File: src/rtl/conv_sequencer.sv
// conv_sequencer -- control and streaming front-end for the 3x3 convolver datapath.
// Latency: tap/pixel strobes are combinational from the handshake; mac_enable is 1 cycle after
//          the window-completing pixel; out_valid follows mac_enable by MAC_LAT cycles.
// Backpressure: filt_ready/pix_ready are state-decoded; upstream stalls only insert gaps,
//               and the block never stalls mid-plane on its own.
//
// Optional build macro: CONV_SEQ_STRIDE2_EN selects stride-2 windows (every other row/column).
//
// Ports:
//   i_clk, i_rst_n            clock, asynchronous active-low reset
//   i_start                   one-cycle plane request (honoured only in IDLE)
//   i_row_length, i_num_rows  plane width L / height H, captured on an accepted start
//   i_filt_valid/o_filt_ready, i_filt_data   filter tap stream (taps 1..9 in order)
//   i_pix_valid/o_pix_ready,   i_pix_data    pixel stream, raster order
//   o_line_buffer_reset       clears the line buffer (CLEAR state)
//   o_row_length              registered copy of captured L
//   o_shifting_filter, o_input_filter   filter buffer shift strobe and tap
//   o_shifting_line,   o_input_line     line buffer shift strobe and pixel
//   o_mac_enable              current window is complete and valid
//   o_out_valid               MAC result valid (mac_enable delayed MAC_LAT cycles)
//   o_busy, o_done, o_cfg_err status: not-IDLE, end-of-plane pulse, rejected-start pulse

module conv_sequencer #(
    parameter int ADDR_W     = 8,
    parameter int WID_LINE   = 16,
    parameter int WID_FILTER = 16,
    parameter int MAC_LAT    = 1
) (
    input  logic                  i_clk,
    input  logic                  i_rst_n,
    input  logic                  i_start,
    input  logic [ADDR_W-1:0]     i_row_length,
    input  logic [ADDR_W-1:0]     i_num_rows,
    input  logic                  i_filt_valid,
    output logic                  o_filt_ready,
    input  logic [WID_FILTER-1:0] i_filt_data,
    input  logic                  i_pix_valid,
    output logic                  o_pix_ready,
    input  logic [WID_LINE-1:0]   i_pix_data,
    output logic                  o_line_buffer_reset,
    output logic [ADDR_W-1:0]     o_row_length,
    output logic                  o_shifting_filter,
    output logic [WID_FILTER-1:0] o_input_filter,
    output logic                  o_shifting_line,
    output logic [WID_LINE-1:0]   o_input_line,
    output logic                  o_mac_enable,
    output logic                  o_out_valid,
    output logic                  o_busy,
    output logic                  o_done,
    output logic                  o_cfg_err
);

    // ------------------------------------------------------------------
    // State encoding
    // ------------------------------------------------------------------
    localparam logic [2:0] S_IDLE   = 3'd0;
    localparam logic [2:0] S_CLEAR  = 3'd1;
    localparam logic [2:0] S_LOAD   = 3'd2;
    localparam logic [2:0] S_STREAM = 3'd3;
    localparam logic [2:0] S_DRAIN  = 3'd4;
    localparam logic [2:0] S_DONE   = 3'd5;

    localparam int               DRAIN_W  = $clog2(MAC_LAT + 1);
    localparam logic [DRAIN_W-1:0] DRAIN_LAST = DRAIN_W'(MAC_LAT - 1);
    localparam logic [ADDR_W-1:0]  ONE      = ADDR_W'(1);
    localparam logic [ADDR_W-1:0]  TWO      = ADDR_W'(2);
    localparam logic [ADDR_W-1:0]  MIN_DIM  = ADDR_W'(3);
    localparam logic [3:0]         LAST_TAP = 4'd8;

    // ------------------------------------------------------------------
    // Registers
    // ------------------------------------------------------------------
    logic [2:0]         r_state;
    logic [ADDR_W-1:0]  r_len;        // captured L
    logic [ADDR_W-1:0]  r_rows;       // captured H
    logic [ADDR_W-1:0]  r_col;        // column of the next pixel to be accepted
    logic [ADDR_W-1:0]  r_row;        // row of the next pixel to be accepted
    logic [3:0]         r_tap_cnt;    // taps accepted so far in LOAD
    logic [DRAIN_W-1:0] r_drain_cnt;  // cycles spent in DRAIN
    logic               r_mac_en;
    logic [MAC_LAT-1:0] r_ov_pipe;    // mac_enable delay line; [MAC_LAT-1] is out_valid
    logic               r_cfg_err;

    // ------------------------------------------------------------------
    // Combinational decode
    // ------------------------------------------------------------------
    logic [2:0] w_state_nxt;
    logic       w_start_ok;
    logic       w_start_bad;
    logic       w_filt_acc;
    logic       w_pix_acc;
    logic       w_col_last;
    logic       w_row_last;
    logic       w_last_pix;
    logic       w_win_ok;
    logic       w_drain_done;

    assign w_start_ok   = (r_state == S_IDLE) && i_start &&
                          (i_row_length >= MIN_DIM) && (i_num_rows >= MIN_DIM);
    assign w_start_bad  = (r_state == S_IDLE) && i_start &&
                          ((i_row_length < MIN_DIM) || (i_num_rows < MIN_DIM));
    assign w_filt_acc   = (r_state == S_LOAD) && i_filt_valid;
    assign w_pix_acc    = (r_state == S_STREAM) && i_pix_valid;

    // L and H are at least 3 here, so L-1 / H-1 never underflow.
    assign w_col_last   = (r_col == (r_len - ONE));
    assign w_row_last   = (r_row == (r_rows - ONE));
    assign w_last_pix   = w_pix_acc && w_col_last && w_row_last;
    assign w_drain_done = (r_drain_cnt == DRAIN_LAST);

    // A window is complete once the pixel at (r,c) lands with r>=2 and c>=2:
    // the 3x3 neighbourhood ending at that pixel is then fully inside the row.
`ifdef CONV_SEQ_STRIDE2_EN
    // Stride 2: (r-2) and (c-2) even is the same as r and c even.
    assign w_win_ok = (r_row >= TWO) && (r_col >= TWO) && !r_row[0] && !r_col[0];
`else
    assign w_win_ok = (r_row >= TWO) && (r_col >= TWO);
`endif

    // ------------------------------------------------------------------
    // Next-state logic
    // ------------------------------------------------------------------
    always_comb begin
        w_state_nxt = r_state;
        case (r_state)
            S_IDLE: begin
                if (w_start_ok) begin
                    w_state_nxt = S_CLEAR;
                end
            end
            S_CLEAR: begin
                w_state_nxt = S_LOAD;
            end
            S_LOAD: begin
                if (w_filt_acc && (r_tap_cnt == LAST_TAP)) begin
                    w_state_nxt = S_STREAM;
                end
            end
            S_STREAM: begin
                if (w_last_pix) begin
                    w_state_nxt = S_DRAIN;
                end
            end
            S_DRAIN: begin
                // The last mac_enable was raised on entry to DRAIN; MAC_LAT cycles
                // later its out_valid is out, which coincides with the DONE cycle.
                if (w_drain_done) begin
                    w_state_nxt = S_DONE;
                end
            end
            S_DONE: begin
                w_state_nxt = S_IDLE;
            end
            default: begin
                w_state_nxt = S_IDLE;
            end
        endcase
    end

    // ------------------------------------------------------------------
    // State and configuration capture
    // ------------------------------------------------------------------
    always_ff @(posedge i_clk or negedge i_rst_n) begin
        if (!i_rst_n) begin
            r_state <= S_IDLE;
            r_len   <= '0;
            r_rows  <= '0;
        end else begin
            r_state <= w_state_nxt;
            if (w_start_ok) begin
                r_len  <= i_row_length;
                r_rows <= i_num_rows;
            end
        end
    end

    // ------------------------------------------------------------------
    // Tap, pixel-position and drain counters
    // ------------------------------------------------------------------
    always_ff @(posedge i_clk or negedge i_rst_n) begin
        if (!i_rst_n) begin
            r_tap_cnt   <= '0;
            r_col       <= '0;
            r_row       <= '0;
            r_drain_cnt <= '0;
        end else begin
            if (r_state == S_CLEAR) begin
                r_tap_cnt <= '0;
                r_col     <= '0;
                r_row     <= '0;
            end else begin
                if (w_filt_acc) begin
                    r_tap_cnt <= r_tap_cnt + 4'd1;
                end
                if (w_pix_acc) begin
                    if (w_col_last) begin
                        r_col <= '0;
                        r_row <= r_row + ONE;
                    end else begin
                        r_col <= r_col + ONE;
                    end
                end
            end

            if (r_state == S_DRAIN) begin
                r_drain_cnt <= r_drain_cnt + DRAIN_W'(1);
            end else begin
                r_drain_cnt <= '0;
            end
        end
    end

    // ------------------------------------------------------------------
    // MAC enable, output-valid alignment and error pulse
    // ------------------------------------------------------------------
    always_ff @(posedge i_clk or negedge i_rst_n) begin
        if (!i_rst_n) begin
            r_mac_en  <= 1'b0;
            r_ov_pipe <= '0;
            r_cfg_err <= 1'b0;
        end else begin
            r_mac_en     <= w_pix_acc && w_win_ok;
            r_ov_pipe[0] <= r_mac_en;
            for (int i = 1; i < MAC_LAT; i++) begin
                r_ov_pipe[i] <= r_ov_pipe[i-1];
            end
            r_cfg_err <= w_start_bad;
        end
    end

    // ------------------------------------------------------------------
    // Outputs
    // ------------------------------------------------------------------
    assign o_filt_ready        = (r_state == S_LOAD);
    assign o_pix_ready         = (r_state == S_STREAM);
    assign o_line_buffer_reset = (r_state == S_CLEAR);
    assign o_row_length        = r_len;

    // Data outputs are zero outside an accepted beat so the datapath sees a
    // clean bus during reset and idle periods.
    assign o_shifting_filter   = w_filt_acc;
    assign o_input_filter      = w_filt_acc ? i_filt_data : '0;
    assign o_shifting_line     = w_pix_acc;
    assign o_input_line        = w_pix_acc ? i_pix_data : '0;

    assign o_mac_enable        = r_mac_en;
    assign o_out_valid         = r_ov_pipe[MAC_LAT-1];
    assign o_busy              = (r_state != S_IDLE);
    assign o_done              = (r_state == S_DONE);
    assign o_cfg_err           = r_cfg_err;

endmodule
File: config.mk
export PLATFORM = sky130hd
export DESIGN_NAME = conv_sequencer
export DESIGN_NICKNAME = d
export VERILOG_FILES = /design/src/rtl/conv_sequencer.sv
export SDC_FILE = /design/constraint.sdc
export NUM_CORES = 1
export LEC_CHECK = 0
export ABC_AREA = 1
export BUFFER_PORTS_ARGS = -buffer_cell sky130_fd_sc_hd__buf_2
export CAP_MARGIN = 20
export CORE_ASPECT_RATIO = 0.9
export CORE_UTILIZATION = 51
export DETAILED_ROUTE_END_ITERATION = 10
export HOLD_SLACK_MARGIN = 0.06
export PLACE_DENSITY = 0.93
export SLEW_MARGIN = 20
export SYNTH_ARGS = -nofsm -noshare
export SYNTH_HDL_FRONTEND = slang
export SYNTH_SLANG_ARGS = --single-unit
File: constraint.sdc
create_clock -name i_clk -period 1.97 [get_ports i_clk]
set_input_delay 0.197 -clock i_clk [delete_from_list [all_inputs] [get_ports i_clk]]
set_output_delay 0.197 -clock i_clk [all_outputs]
set_load 0.01 [all_outputs]
==> metrics.txt <==
clock buffer depth=2; Setup crit end=o_input_filter[10]; number of global-route vias before repair=between 2000 and 3000; Layout area overhead=24.6%; asr flop ratio synth=100%; number of vias per cell=between 5 and 6; Worst Setup SP=r_state[2]; Initial Util=a little over half; CP arrival=approximately 1700 ps; Synth Net Count=approximately 500; # DRC=0; relative slew slack=a little over three fifths; CTS Buf Count=5; worst reg2reg endpoint=r_col[5]; Critical Path, Cell by Cell=nor3_4, inv_1, nor2_2, inv_2, nor2_2, buf_2; Max VDD drop=approximately 1.1 mV; H-tree depth=2; gr usage total=between 20% and 30%; Leak=between 0.002 and 0.0025 uW; hpwl dp=6180 um; final worst slack=between 90 and 100 ps; EDFF count, synth=0; clk slew on worst S/H paths=roughly 90 ps; r2r startpoint=o_row_length[1]; pwr dens=1280 mW/mm2; Fin. Hold Viols=0; fin nets=a little over 600; syn avg cell area=approximately 7 um2; core area=between 0.005 and 0.006 mm2; io pins=about 100; max layer used=met4; Total Wirelength=approximately 8000 um; clk_skew=around 6.4 ps; most frequent cells in the layout=102 x buf_2, 97 x nand2_1, 68 x inv_1; Die Height=about 75 um; Synth Register Bits=43; DRT antenna net count=0; hold path cells=3; Startpoint Class=register; metal3 WL=about 530 um; mapped cell area=about 0.003 mm2; status=finished clean; Post-Syn Instances=roughly 430; M1 WL=approximately 3100 um; Post-Place Setup Slack=roughly 50 ps; Worst-Margin Slew=around 550 ps; setup violators final=0; max-cap viol count=0; CTS root buf=clkbuf_8; most used cell, CP=nor2_2; Yosys cell types=40; largest net degree at the start of global routing=44; Via Count=roughly 3200; Crit path required time=roughly 1800 ps; Fmax=between 500 and 600 MHz; total chip power=4850 uW; Core Util, Final=around two thirds; worst reg2reg path depth=12; CP max FO=17; hold crit path type=in -> reg; commonest non-fill, non-tap cell in the layout=buf_2; slowest stage cell, crit path=dfrtp_2; crit share post-route=95.2%; TritonCTS clock tree=yes; layout cells sized above 1=approximately a third; sequential area share after synthesis=35.4%; # rows=26; Yosys warning count=0; Slew Viols, Final=0; wire per inst=~13 um; initial antenna violation count=0; GP Congestion=0.919; dominant synthesized flop cell=dfrtp_1; port bufs=102; # clock sinks=between 40 and 50; CP peak stage delay=480 ps; met2 WL=4160 um; worst setup path category=reg -> out; Die W=about 83 um; ANT cells=0; Die ar.=around 0.0063 mm2; crit end category=output port; global-route wire length before repair=12800 um; First-pass DRT Iterations=5; Post-Route Setup TNS=0 ps; min Tclk post-route=1880 ps; worst reg-to-reg setup slack=~140 ps; first-iteration detailed-routing DRC count=171; GRT overflow=0; Clk Latency, worst-skew pair=300 ps
stage by stage:
| step | cell area (um2) | instances | hold slack (ps) |
|---|---|---|---|
| 2_1_floorplan | 3040 | 434 | -98.6 |
| 3_3_place_gp | 3660 | 604 | 293 |
| 3_5_place_dp | 3660 | 604 | 309 |
| 4_1_cts | 3750 | 613 | 99.4 |
| 5_1_grt | 3790 | 614 | 119 |
| 6_report | 3790 | 614 | 102 |
cells by family after synthesis:
kind of cell | after synthesis | share of synthesized area, %
buf+inv | 91 | 11.9
xor+xnor | 18 | 5.19
simple gates | 227 | 34.5
fa+ha+maj | 8 | 3.30
compound gates | 47 | 9.64
flops | 43 | 35.4
synthesized netlist by cell type (2+ instances only):
master | n | area [um2]
xnor2_1 | 8 | 70.1
o21ai_1 | 6 | 30.0
o21ai_0 | 18 | 90.1
dfrtp_1 | 43 | 1080
nand2_1 | 97 | 364
clkbuf_2 | 2 | 10.0
o211ai_1 | 2 | 15.0
nor3_4 | 2 | 32.5
nor3_2 | 2 | 20.0
nor4_1 | 4 | 25.0
inv_2 | 10 | 37.5
nor2_2 | 3 | 18.8
a21oi_1 | 7 | 35.0
buf_2 | 7 | 35.0
and3_1 | 3 | 18.8
or2_2 | 7 | 43.8
nand4_1 | 6 | 37.5
nand2_2 | 5 | 31.3
nor2_4 | 2 | 22.5
o21ai_2 | 7 | 61.3
nand3_1 | 25 | 125
nor2_1 | 63 | 236
inv_1 | 69 | 259
ha_1 | 8 | 100
nor3_1 | 3 | 15.0
nand2_4 | 2 | 22.5
xor2_1 | 10 | 87.6
critical path: cells and delay by family (launching register included):
kind	cells	cell delay, ps
flip-flops	1	480
AND/OR/NAND/NOR	3	530
buffers and inverters	3	360
area by class of cell:
cell class / count / area, um2
Timing Repair Buffer: 113 / 608
Clock inverter: 1 / 5.00
Tap cell: 70 / 87.6
Clock buffer: 7 / 76.3
Multi-Input combinational cell: 300 / 1630
Sequential cell: 43 / 1080
Fill cell: 458 / 1940
Inverter: 80 / 303
power by group:
part | switching (uW) | internal, uW | total [uW]
logic | 1670 | 1060 | 2730
registers | 376 | 1170 | 1550
clock network | 317 | 250 | 566
routing by layer:
layer  vias to the layer above  track usage, %
li1                       1561               -
met2                       139            49.6
met5                         -               0
met3                        26            6.58
met1                      1468            27.2
met4                         0            11.9
worst min path at each step:
stage / startpoint / endpoint / slack [ps]
floorplan: i_rst_n / o_cfg_err / -100
global placement: i_rst_n / o_row_length[0] / 290
detailed placement: i_rst_n / o_row_length[0] / 310
CTS: i_num_rows[7] / r_rows[7] / 100
global route: i_num_rows[7] / r_rows[7] / 120
finish: i_num_rows[7] / r_rows[7] / 100
what timing repair did:
action | in CTS | in global routing
gates resized for setup | 0 | 10
hold endpoints to repair | 43 | 0
buffers inserted | 0 | 1
endpoints found under the setup margin | 0 | 31
hold buffers | 1 | 0
registers in the layout (all words and copies together) (netlist names):
name / count
r_tap_cnt: 4
o_cfg_err: 1
o_mac_enable: 1
r_drain_cnt: 1
r_rows: 8
r_state: 3
o_out_valid: 1
o_row_length: 8
r_row: 8
r_col: 8
Power figures use the tool's default switching activity.
